**config.mk**
```make
export PLATFORM = sky130hd
export DESIGN_NAME = uart_tx_arb
export DESIGN_NICKNAME = d
export VERILOG_FILES = /design/src/rtl/uart_tx_arb.sv
export SDC_FILE = /design/constraint.sdc
export NUM_CORES = 1
export LEC_CHECK = 0
export ABC_CLOCK_PERIOD_IN_PS = 2950
export BUFFER_PORTS_ARGS = -buffer_cell sky130_fd_sc_hd__buf_2
export CELL_PAD_IN_SITES_DETAIL_PLACEMENT = 1
export CELL_PAD_IN_SITES_GLOBAL_PLACEMENT = 1
export CORE_MARGIN = 1.5
export CORE_UTILIZATION = 40
export CTS_CLUSTER_SIZE = 40
export DETAILED_ROUTE_END_ITERATION = 6
export GPL_ROUTABILITY_DRIVEN = 1
export GPL_TIMING_DRIVEN = 0
export PLACE_DENSITY = 0.83
export SYNTH_ARGS = -nofsm -noshare
export SYNTH_HDL_FRONTEND = slang
export SYNTH_SLANG_ARGS = --single-unit
export TNS_END_PERCENT = 5
```
**constraint.sdc**
```tcl
create_clock -name clk_50m_i -period 2.95 [get_ports clk_50m_i]
set_input_delay 0.59 -clock clk_50m_i [delete_from_list [all_inputs] [get_ports clk_50m_i]]
set_output_delay 0.59 -clock clk_50m_i [all_outputs]
set_load 0.01 [all_outputs]
```
**src/rtl/uart_tx_arb.sv**
```systemverilog
// Round-robin arbiter that shares one UART byte transmitter among N_REQ requesters.
// The grant is held for a whole message, then a fixed idle gap follows.
module uart_tx_arb #(
   parameter int N_REQ      = 4,
   parameter int GAP_CYCLES = 5208,
   parameter int BUSY_TO    = 16
) (
   input  logic                 clk_50m_i,
   input  logic                 rst_n_i,
   input  logic [N_REQ-1:0]     req_i,
   input  logic [8*N_REQ-1:0]   data_i,
   input  logic [N_REQ-1:0]     last_i,
   output logic [N_REQ-1:0]     ack_o,
   output logic [N_REQ-1:0]     grant_o,
   output logic                 tx_start_o,
   output logic [7:0]           tx_data_o,
   input  logic                 tx_busy_i,
   output logic                 abort_o,
   output logic                 timeout_o
);

   localparam int IW = $clog2(N_REQ);
   localparam int GW = $clog2(GAP_CYCLES + 1);
   localparam int TW = $clog2(BUSY_TO + 1);
   localparam logic [GW-1:0]    GAP_LAST = GW'(GAP_CYCLES - 1);
   localparam logic [TW-1:0]    TO_LAST  = TW'(BUSY_TO - 1);
   localparam logic [N_REQ-1:0] ONE      = N_REQ'(1);

   typedef enum logic [2:0] {IDLE, LOAD, WAIT_BUSY, WAIT_DONE, GAP} state_t;

   state_t        state;
   logic [IW-1:0] rr_ptr;
   logic [IW-1:0] owner;
   logic [IW-1:0] pick;
   logic          pick_valid;
   logic [GW-1:0] gap_cnt;
   logic [TW-1:0] to_cnt;
   logic          last_q;
   logic          cur_req;
   logic          cur_last;
   logic [7:0]    cur_data;
   logic [IW-1:0] next_ptr;

   // First pending requester at or after rr_ptr, with wrap; scanning downward
   // lets the smallest offset from the pointer win.
   always_comb begin
      // NOTE: every always_comb output gets a default first so no latch is inferred.
      pick       = '0;
      pick_valid = 1'b0;
      for (int i = N_REQ - 1; i >= 0; i--) begin
         if (req_i[(int'(rr_ptr) + i) % N_REQ]) begin
            pick       = IW'((int'(rr_ptr) + i) % N_REQ);
            pick_valid = 1'b1;
         end
      end
   end

   always_comb begin
      cur_req  = 1'b0;
      cur_last = 1'b0;
      cur_data = '0;
      for (int k = 0; k < N_REQ; k++) begin
         if (owner == IW'(k)) begin
            cur_req  = req_i[k];
            cur_last = last_i[k];
            cur_data = data_i[8*k +: 8];
         end
      end
   end

   assign next_ptr = (owner == IW'(N_REQ - 1)) ? '0 : owner + IW'(1);

   always_ff @(posedge clk_50m_i or negedge rst_n_i) begin
      if (!rst_n_i) begin
         state      <= IDLE;
         rr_ptr     <= '0;
         owner      <= '0;
         gap_cnt    <= '0;
         to_cnt     <= '0;
         last_q     <= 1'b0;
         grant_o    <= '0;
         ack_o      <= '0;
         tx_start_o <= 1'b0;
         tx_data_o  <= '0;
         abort_o    <= 1'b0;
         timeout_o  <= 1'b0;
      end else begin
         // NOTE: sequential state uses non-blocking assignments; pulses default
         // low here and are raised only by the branch that owns them.
         ack_o      <= '0;
         tx_start_o <= 1'b0;
         abort_o    <= 1'b0;
         timeout_o  <= 1'b0;
         case (state)
            IDLE: begin
               if (pick_valid) begin
                  grant_o <= ONE << pick;
                  owner   <= pick;
                  state   <= LOAD;
               end
            end
            LOAD: begin
               if (cur_req) begin
                  tx_data_o  <= cur_data;
                  last_q     <= cur_last;
                  tx_start_o <= 1'b1;
                  ack_o      <= ONE << owner;
                  to_cnt     <= '0;
                  state      <= WAIT_BUSY;
               end else begin
                  abort_o <= 1'b1;
                  gap_cnt <= '0;
                  state   <= GAP;
               end
            end
            WAIT_BUSY: begin
               if (tx_busy_i) begin
                  state <= WAIT_DONE;
               end else if (to_cnt == TO_LAST) begin
                  timeout_o <= 1'b1;
                  gap_cnt   <= '0;
                  state     <= GAP;
               end else begin
                  to_cnt <= to_cnt + TW'(1);
               end
            end
            WAIT_DONE: begin
               if (!tx_busy_i) begin
                  if (last_q) begin
                     gap_cnt <= '0;
                     state   <= GAP;
                  end else begin
                     state <= LOAD;
                  end
               end
            end
            GAP: begin
               // Owner keeps the grant through the gap, then drops to lowest priority.
               if (gap_cnt == GAP_LAST) begin
                  grant_o <= '0;
                  rr_ptr  <= next_ptr;
                  state   <= IDLE;
               end else begin
                  gap_cnt <= gap_cnt + GW'(1);
               end
            end
            default: state <= IDLE;
         endcase
      end
   end

endmodule
```
==> impl_metrics.ini <==
[final_layout]
nets = 391
diodes = 0
layout.cells.non_filler = 417
fin_area_mm2 = 0.00296
drive_above_1_share = 0.237
syn_to_final_growth_pct = 19.3

[die]
rows = 28
start_util = 0.417
io-pin-count = 62
dieArea_mm2 = 0.00669
fp.dieH_um = 81.8
die_w_um = 81.8
core_mm2 = 0.00596

[synthesis]
synth.yosys.seq_area_share = 0.454
synth-edff-count = 0
synth_seq_cells = 45
synth_top_area_share = 0.454
yosysTopAreaCell = dfrtp_1
synthTopCellsByArea = dfrtp_1 45%, a21oi_1 4.4%, nor2_1 4.1%
syn_avg_cell_area_um2 = 9.09
synth_area_mm2 = 0.00248
async_flop_share = 1.00
syn_nets = 323
synth_ff_type = dfrtp_1
synthCells = 273
synth_cell_type_count = 51
ys.warnings.count = 0

[sta]
period_share = 0.861
final-setup-viol-count = 0
fin_setup_tns_ns = 0
rsz0062_at_grt = no
final.setup_skew_ns = 0.00738
min_period_ns = 2.54
fmax_mhz = 394
slew_headroom = 0.298
fin_ws_ns = 0.410
timing.final.max_slew_violations = 0
worst_pin_slew_ns = 1.05
finalHoldViolCount = 0

[drt]
vias = 2357
wl_per_cell_um = 16.6
dr.pass1.iters = 4
initialDrtViolationCount = 84
postRouteAntennaNets = 0
routed_wirelength_um = 6910
drt-vias-per-instance = 5.65
drc = 0

[clock_network]
h-tree-depth = 2
post_cts_resized = 0
insertion_delay_ns = 0.29
root_buffer = clkbuf_8
cts_hold_buf = 0
cts_setup_buffers = 0
clk_pin_slew_ns = 0.08
clkSinkCount = 45
cts_buffers = 5
clock_path_buffers = 2
cts_tree = built

[power_and_ir_drop]
p_per_area_mw_per_mm2 = 836
vdd_drop_max_mv = 0.441
p_leak_nw = 1.37

[setup_path]
r2r-start = to_cnt[0]
critPathMaxFanout = 6
critPathCaptureType = flop
worst_path_most_repeated_cell = ha_1
criticalPathCategory = reg -> reg
arrival_ns = 2.77
worst_path_largest_cell_delay_ns = 0.52
crit_chain = ha_1 -> and3_1 -> ha_1 -> or3b_1 -> a21o_1 -> o21a_1 -> or4_1 -> a21oi_1
cpMaxStageDelayCell = or4_1
start_kind = flop
startpoint = to_cnt[0]
crit_required_ns = 3.18

[worst_hold_path]
hold_class = in -> async

[run]
maxCapViolations = 0

[global_routing]
grt_pass1_wl_um = 11700
grt_max_degree = 46
globalRouteTotalUtil = 0.227
antenna_found_initial = 0
gr-total-overflow = 0
grt_pass1_vias = 2475

[outcome]
status = finished clean

[place]
dp_slack_ns = 0.431
placed_area_mm2 = 0.00288
dp.cells = 409
io_buffer_count = 61
place_congestion = 0.906
dp_hpwl_um = 5100
## Yosys cell counts, types with 5 or more instances
cell / n
nand2_1: 25
inv_1: 12
nor3_1: 19
o21ai_0: 16
a221oi_1: 7
o31ai_1: 5
or4_1: 5
a21oi_1: 22
a31oi_1: 5
nand3_1: 10
ha_1: 7
nor2_1: 27
dfrtp_1: 45
clkbuf_1: 7
and3_1: 5
## area by class of cell
| cell class | instances | area (um^2) |
|---|---|---|
| plain buffers | 14 | 66.3 |
| clock buffers | 8 | 80.1 |
| fillers | 743 | 2990 |
| inverters | 13 | 48.8 |
| multi-input cells | 201 | 1240 |
| flip-flops and latches | 45 | 1130 |
| well taps | 75 | 93.8 |
| repair buffers | 61 | 305 |
## layout by cell type, fill, tap and decap left out, drive strengths merged, types with 3 or more instances in the layout
cell    instances
o21ai          16
a221oi          7
nand2b          3
and3            5
dfrtp          45
and2            3
clkbuf         15
or4             5
a21o            3
ha              7
nand2          25
nor3           20
a21oi          22
nor2           27
nand3          10
buf            68
mux2            4
o31ai           5
nand3b          3
inv            13
a31oi           5
## where the power goes
group          total, W  internal [W]  switching, W  leakage, nW
registers      0.000884      0.000773      0.000111        0.605
clock network  0.000374      0.000169      0.000206       0.0395
logic           0.00122      0.000471      0.000747        0.727
## final timing paths
kind	endpoint	slack (ns)	cells past startpoint
worst max-delay path	to_cnt[3]	0.41	8
worst min-delay path	grant_o[3]	0.48	1
worst max register to register	to_cnt[3]	0.41	8
worst min register to register	tx_data_o[2]	0.49	2
max in group asynchronous	ack_o[3]	1.82	1
min in group clk_50m_i	tx_data_o[2]	0.49	2
## cell families after synthesis
| kind of cell | count (synthesis) | synth area share |
|---|---|---|
| and+or+nand+nor | 117 | 0.247 |
| AOI/OAI and AO/OA | 72 | 0.194 |
| DFF | 45 | 0.454 |
| buffers and inverters | 27 | 0.0464 |
| adders and majority gates | 7 | 0.0353 |
| muxes | 5 | 0.0237 |
## through the flow
| step | util | power, W | hold slack (ns) |
|---|---|---|---|
| 2_1_floorplan | - | 0.00171 | 0.294 |
| 3_3_place_gp | 0.484 | 0.00207 | 0.466 |
| 3_5_place_dp | 0.484 | 0.00211 | 0.472 |
| 4_1_cts | 0.497 | 0.00250 | 0.491 |
| 5_1_grt | 0.497 | 0.00269 | 0.513 |
| 6_report | 0.497 | 0.00248 | 0.483 |
## metal layers
layer,vias up,part of all wire,track usage
met2,49,0.51,0.404
met5,-,0,0
met4,0,0.010,0.0593
li1,1138,-,-
met3,5,0.037,0.0356
met1,1165,0.44,0.284
## registers in the layout, summed over array words and instances, names as in the netlist
register    flops
abort_o         1
rr_ptr          2
grant_o         4
gap_cnt        13
timeout_o       1
tx_start_o      1
tx_data_o       8
last_q          1
ack_o           4
state           3
to_cnt          5
owner           2
## critical path, delay by kind of cell (launching register included)
| family | cells | cell delay (ns) |
|---|---|---|
| fa+ha+maj | 2 | 0.46 |
| simple gates | 3 | 1.08 |
| compound gates | 3 | 0.52 |
| flops | 1 | 0.42 |
Power figures use the tool's default switching activity.
